File: config.mk
export PLATFORM = sky130hd
export DESIGN_NAME = alpha_blender
export DESIGN_NICKNAME = d
export VERILOG_FILES = /design/src/rtl/alpha_blender_pkg.sv /design/src/rtl/alpha_blender_blend_channel.sv /design/src/rtl/alpha_blender.sv
export SDC_FILE = /design/constraint.sdc
export NUM_CORES = 1
export LEC_CHECK = 0
export CORE_MARGIN = 2
export CORE_UTILIZATION = 63
export CTS_BUF_LIST = sky130_fd_sc_hd__clkbuf_2 sky130_fd_sc_hd__clkbuf_4 sky130_fd_sc_hd__clkbuf_8
export DETAILED_ROUTE_END_ITERATION = 6
export PLACE_DENSITY = 0.84
export REMOVE_ABC_BUFFERS = 1
export SETUP_SLACK_MARGIN = 0.5
export SYNTH_ARGS = -nofsm -noshare
export SYNTH_HDL_FRONTEND = slang
export SYNTH_SLANG_ARGS = --single-unit
export TNS_END_PERCENT = 30
File: constraint.sdc
create_clock -name clk -period 9.4 [get_ports clk]
set_clock_uncertainty 0.15 [all_clocks]
set_input_delay 2.82 -clock clk [delete_from_list [all_inputs] [get_ports clk]]
set_output_delay 2.82 -clock clk [all_outputs]
set_load 0.05 [all_outputs]
File: src/rtl/alpha_blender_pkg.sv
`default_nettype none
// +--------------------------------------------------------------------+
// | alpha_blend_pkg : shared types and constants for alpha_blender      |
// | Rev 1.0                                                             |
// +--------------------------------------------------------------------+
package alpha_blend_pkg;

  localparam int NUM_PIXELS_DEFAULT = 76800;
  localparam int PIX_W              = 17;

  typedef enum logic [2:0] {
    IDLE  = 3'd0,
    READ  = 3'd1,
    WAIT  = 3'd2,
    BLEND = 3'd3,
    WRITE = 3'd4,
    DROP  = 3'd5,
    DONE  = 3'd6
  } state_e;

endpackage
`default_nettype wire

File: src/rtl/alpha_blender_blend_channel.sv
`default_nettype none
// +--------------------------------------------------------------------+
// | blend_channel : combinational 8-bit src-over-dst mixer              |
// | Rev 1.0                                                             |
// +--------------------------------------------------------------------+
module blend_channel (
  input  logic [7:0] src,
  input  logic [7:0] dst,
  input  logic [7:0] alpha,
  output logic [7:0] mix
);

  logic [8:0]  a9;
  logic [8:0]  inv9;
  logic [16:0] sum;

  always_comb begin
    // Folding the top bit back in maps 255 to 256, so opaque returns src exactly.
    a9   = {1'b0, alpha} + {8'd0, alpha[7]};
    inv9 = 9'd256 - a9;
    sum  = ({9'd0, src} * {8'd0, a9}) + ({9'd0, dst} * {8'd0, inv9});
    mix  = 8'(sum >> 8);
  end

endmodule
`default_nettype wire

File: src/rtl/alpha_blender.sv
`default_nettype none
// +--------------------------------------------------------------------+
// | alpha_blender : read-modify-write alpha blend into the frame buffer |
// | Optional macro ALPHA_OPAQUE_SKIP_EN: opaque pixels bypass the read. |
// | Rev 1.0                                                             |
// +--------------------------------------------------------------------+
module alpha_blender
  import alpha_blend_pkg::*;
#(
  parameter int RD_LAT     = 2,
  parameter int NUM_PIXELS = NUM_PIXELS_DEFAULT
) (
  input  logic             clk,
  input  logic             rst,
  input  logic             in_valid,
  output logic             in_ready,
  input  logic [PIX_W-1:0] in_pixel,
  input  logic [7:0]       in_r,
  input  logic [7:0]       in_g,
  input  logic [7:0]       in_b,
  input  logic [7:0]       in_alpha,
  input  logic             in_last,
  output logic             read,
  output logic             write,
  output logic [PIX_W-1:0] Pixel_Number,
  input  logic [7:0]       read_r,
  input  logic [7:0]       read_g,
  input  logic [7:0]       read_b,
  output logic [7:0]       write_r,
  output logic [7:0]       write_g,
  output logic [7:0]       write_b,
  output logic             frame_ready,
  output logic             busy
);

  localparam int                CNT_W     = (RD_LAT > 1) ? $clog2(RD_LAT) : 1;
  localparam logic [CNT_W-1:0]  CNT_LAST  = CNT_W'(RD_LAT - 1);
  localparam logic [PIX_W:0]    PIX_LIMIT = (PIX_W + 1)'(NUM_PIXELS);

  state_e                state_q, state_d;
  logic [PIX_W-1:0]      pix_q, pix_d;
  logic [PIX_W-1:0]      addr_q, addr_d;
  logic [2:0][7:0]       src_q, src_d;
  logic [2:0][7:0]       dst_q, dst_d;
  logic [2:0][7:0]       wr_q, wr_d;
  logic [7:0]            alpha_q, alpha_d;
  logic                  last_q, last_d;
  logic                  rdy_q, rdy_d;
  logic [CNT_W-1:0]      cnt_q, cnt_d;

  logic [2:0][7:0]       in_rgb;
  logic [2:0][7:0]       rd_rgb;
  logic [2:0][7:0]       mix;
  logic                  xfer;

  assign in_rgb = {in_r, in_g, in_b};
  assign rd_rgb = {read_r, read_g, read_b};
  assign xfer   = in_valid && rdy_q;

  generate
    for (genvar i = 0; i < 3; i++) begin : g_ch
      blend_channel u_mix (
        .src   (src_q[i]),
        .dst   (dst_q[i]),
        .alpha (alpha_q),
        .mix   (mix[i])
      );
    end
  endgenerate

  always_comb begin
    state_d = state_q;
    pix_d   = pix_q;
    addr_d  = addr_q;
    src_d   = src_q;
    dst_d   = dst_q;
    wr_d    = wr_q;
    alpha_d = alpha_q;
    last_d  = last_q;
    cnt_d   = cnt_q;
    case (state_q)
      IDLE: begin
        if (xfer) begin
          pix_d   = in_pixel;
          src_d   = in_rgb;
          alpha_d = in_alpha;
          last_d  = in_last;
          if ({1'b0, in_pixel} >= PIX_LIMIT) begin
            state_d = DROP;
`ifdef ALPHA_OPAQUE_SKIP_EN
          end else if (in_alpha == 8'hFF) begin
            state_d = WRITE;
            wr_d    = in_rgb;
            addr_d  = in_pixel;
`endif
          end else begin
            state_d = READ;
            addr_d  = in_pixel;
          end
        end
      end
      READ: begin
        state_d = WAIT;
        cnt_d   = '0;
      end
      WAIT: begin
        // Read data is only guaranteed on the last counted cycle.
        if (cnt_q == CNT_LAST) begin
          dst_d   = rd_rgb;
          state_d = BLEND;
        end else begin
          cnt_d = cnt_q + 1'b1;
        end
      end
      BLEND: begin
        wr_d    = mix;
        addr_d  = pix_q;
        state_d = WRITE;
      end
      WRITE:   state_d = last_q ? DONE : IDLE;
      DROP:    state_d = last_q ? DONE : IDLE;
      DONE:    state_d = DONE;
      default: state_d = IDLE;
    endcase
    rdy_d = (state_d == IDLE);
  end

  always_ff @(posedge clk) begin
    if (rst) begin
      state_q <= IDLE;
      pix_q   <= '0;
      addr_q  <= '0;
      src_q   <= '0;
      dst_q   <= '0;
      wr_q    <= '0;
      alpha_q <= '0;
      last_q  <= 1'b0;
      cnt_q   <= '0;
      rdy_q   <= 1'b0;
    end else begin
      state_q <= state_d;
      pix_q   <= pix_d;
      addr_q  <= addr_d;
      src_q   <= src_d;
      dst_q   <= dst_d;
      wr_q    <= wr_d;
      alpha_q <= alpha_d;
      last_q  <= last_d;
      cnt_q   <= cnt_d;
      rdy_q   <= rdy_d;
    end
  end

  assign in_ready     = rdy_q;
  assign read         = (state_q == READ);
  assign write        = (state_q == WRITE);
  assign Pixel_Number = addr_q;
  assign write_r      = wr_q[2];
  assign write_g      = wr_q[1];
  assign write_b      = wr_q[0];
  assign frame_ready  = (state_q == DONE);
  assign busy         = (state_q != IDLE);

endmodule
`default_nettype wire

==> results_dict.tcl <==
set metrics [dict create \
    grt_max_degree 95 \
    ctsHtreeMaxLevel 4 \
    dp_hpwl_mm 35.14 \
    crit_required_ns 9.70 \
    clk_pin_slew_ns 0.11 \
    rsz0062_at_grt "false" \
    drt-total-wl_mm 45.49 \
    routedWlPerCell_um 17.56 \
    drt_iter0_drc 851 \
    synthDistinctLibCells 57 \
    syn2layout_area_growth_pct 9.859 \
    track_usage_pct 31.71 \
    synth_top_area_share_pct 34.62 \
    synthesis.area_um2 18390 \
    grt-ovfl-total 0 \
    p_clk_share_pct 32.6 \
    post-route-min-period_ns 8.412 \
    drv_cap 0 \
    worst-path-max-fanout 14 \
    clock_latency_ns 0.49 \
    antenna_found_initial 1 \
    routed_via_density 5.594 \
    cp_slowest_stage_delay_ns 0.56 \
    leakagePower_uw 0.009943 \
    hold_buffers 0 \
    hold_path_class "flop to flop" \
    cp.arrival_ns 8.71 \
    num_antenna_cells 0 \
    drc_errors 0 \
    ios 123 \
    path_common_cell "fa_1" \
    grt_pass1_vias 15788 \
    seq_power_share_pct 40.2 \
    worstMarginPinSlew_ns 1.091 \
    hold_depth 2 \
    die_x_um 174.8 \
    ff2ff_setup_slack_ns 0.99 \
    ant_nets 0 \
    maxSlewViolCount 0 \
    internal_power_uw 851.2 \
    portBuffers 122 \
    setup_viol 0 \
    timing.rr.end "write_b[7]$_SDFFE_PP0P_" \
    cts_buffers 17 \
    max_freq_ghz 0.1189 \
    clkSinkCount 120 \
    path_buf_inv 6 \
    min_from "write_r[7]$_SDFFE_PP0P_" \
    p_per_area_nw_per_um2 69.76 \
    ys_warn_count 0 \
    num-fill-cells 2169 \
    cts_tree "yes" \
    yosysSeqAreaShare_pct 13.06 \
    irDropWorstVdd_v 0.0001217 \
    clock_path_buffers 2 \
    swShare_pct 39.60 \
    firstDrtPassIters 7 \
    fp-row-count 62 \
    whs_endpoint "write_r[7]$_SDFFE_PP0P_" \
    fin_crit_sh_pct 89.49 \
    worstSetupPathType "flop to flop" \
    synth-edff-count 0 \
    postPlaceCellArea_um2 19820 \
    power_switching_uw 558.0 \
    slowest_stage "fa_1" \
    grt_pass1_wl_mm 76.51 \
    critPathCaptureType "flop" \
    initial_core_util_pct 64.07 \
    cts_root_buffer "clkbuf_8" \
    outcome "finished clean" \
    synthCells 2159 \
    relSlewSlack_pct 27.11 \
    layout.nets 2765 \
    timing.rr.start "alpha_q[7]$_SDFFE_PP0P_" \
    start_kind "flop" \
    hold_viol 0 \
    layout-drive-gt1-share_pct 3.400 \
    reg2regPathDepth 28 \
    synthArstFlopShare_pct 0 \
    cts_setup_buffers 0 \
    core_area_um2 28700 \
    dieArea_um2 30570 \
    die_y_um 174.8 \
    final_area_um2 20200 \
    total_power_uw 1409 \
    combPwrFrac_pct 27.2 \
    fin_setup_tns_ns 0 \
    cp_top_family "adder cells" \
    ys.flop_type "dfxtp_1" \
    gp_congestion 0.9114 \
    yosys.area.top_type "fa_1" \
    avgSynthCellArea_um2 8.517 \
    vias 14488 \
    synth_seq_cells 120 \
    synthTopCellsByArea "fa_1, dfxtp_1, ha_1, inv_1, nand2_1" \
]
[metal layers]
layer  wire length, um  track usage, %  vias to the layer above
li1                  -               -                     6561
met4              1858           14.41                        0
met3              4058           7.376                      132
met2             21930           52.88                      650
met1             17640           39.39                     7145
met5                 0               0                        -
[synth_stat cells (4+ instances only)]
cell type,instances
inv_1,412
nand2_1,397
fa_1,318
and2_1,228
ha_1,177
dfxtp_1,120
a21oi_1,102
clkbuf_1,100
xnor2_1,42
nor2_1,39
buf_1,28
nor2b_1,22
o21ai_0,21
a311oi_1,19
nand3_1,16
xor2_1,14
a31oi_1,8
nand2b_1,8
and3_1,7
o21bai_1,7
a21o_1,6
a211oi_1,5
nor3_1,5
or3_1,5
nand4_1,4
nor3b_1,4
[power groups by stage]
stage / Sequential, uW / Combinational [uW] / Clock (uW)
3_3_place_gp: 575 / 358 / 0
5_1_grt: 570 / 410 / 486
3_5_place_dp: 577 / 371 / 0
2_1_floorplan: 585 / 180 / 0
6_report: 567 / 383 / 459
4_1_cts: 566 / 373 / 466
[kinds of logic (layout without fill, tap and decap cells)]
family	Yosys count	count (layout)	share of synthesized area (%)
AO/OA/AOI/OAI	192	192	6.389
XOR/XNOR	59	59	2.994
adder cells (fa/ha/maj)	495	495	46.66
buffers and inverters	542	589	11.08
flip-flops	120	120	13.06
multiplexers	2	2	0.1089
AND/OR/NAND/NOR	749	749	19.70
[state kept, by name (all words and copies together), names as in the netlist]
register	cells
Pixel_Number	17
alpha_q	8
cnt_q	1
dst_q	24
in_ready	1
last_q	1
pix_q	17
src_q	24
state_q	3
write_b	8
write_g	8
write_r	8
[worst min-delay path, cell delays in order (launching register included)]
cell	delay, ns
dfxtp_1	0.31
nand2_1	0.05
o21ai_1	0.05
[layout make-up]
class                           count  area [um^2]  share of cell area (%)
Tap cell                          384        480.5                   2.378
Inverter                          412         1546                   7.655
Clock buffer                       18        247.7                   1.226
Sequential cell                   120         2402                   11.89
Timing Repair Buffer              145         1391                   6.887
Clock inverter                     14        113.9                  0.5636
Multi-Input combinational cell   1497        14020                   69.40
[worst max-delay path by stage]
stage / from / endpoint / slack [ns] / cells after the start
after floorplan: alpha_q[7]$_SDFFE_PP0P_ / write_b[7]$_SDFFE_PP0P_ / 1.22 / 28
after global placement: alpha_q[7]$_SDFFE_PP0P_ / write_b[7]$_SDFFE_PP0P_ / 1.37 / 28
after detailed placement: alpha_q[7]$_SDFFE_PP0P_ / write_r[6]$_SDFFE_PP0P_ / 0.94 / 26
after CTS: alpha_q[7]$_SDFFE_PP0P_ / write_r[6]$_SDFFE_PP0P_ / 0.87 / 26
after global routing: alpha_q[7]$_SDFFE_PP0P_ / write_b[7]$_SDFFE_PP0P_ / 0.58 / 28
final: alpha_q[7]$_SDFFE_PP0P_ / write_b[7]$_SDFFE_PP0P_ / 0.99 / 28
[timing repair]
item	in CTS	in global routing
resized for setup	0	4
endpoints found under the setup margin	0	4
endpoints found under the hold margin	0	0
[cells in the final DEF (no fill, tap or decap), drive strengths merged, types with 24 or more instances in the layout]
cell type        n
clkdlybuf4s50  121
nor2            39
xnor2           44
fa             318
a21oi          102
buf             24
ha             177
nand2          397
inv            419
and2           228
dfxtp          120
[per-stage QoR]
| step | setup slack, ns | cells | hold WS [ns] | utilization [%] |
|---|---|---|---|---|
| finish | 0.9884 | 2590 | 0.2967 | 70.38 |
| global route | 0.5762 | 2590 | 0.3183 | 70.38 |
| CTS | 0.8734 | 2590 | 0.2984 | 70.30 |
| detailed placement | 0.9404 | 2558 | 0.2872 | 69.04 |
| global placement | 1.365 | 2558 | 0.2850 | 69.04 |
| floorplan | 1.219 | 2029 | 0.2805 | - |
(Power assumes the default switching activity.)
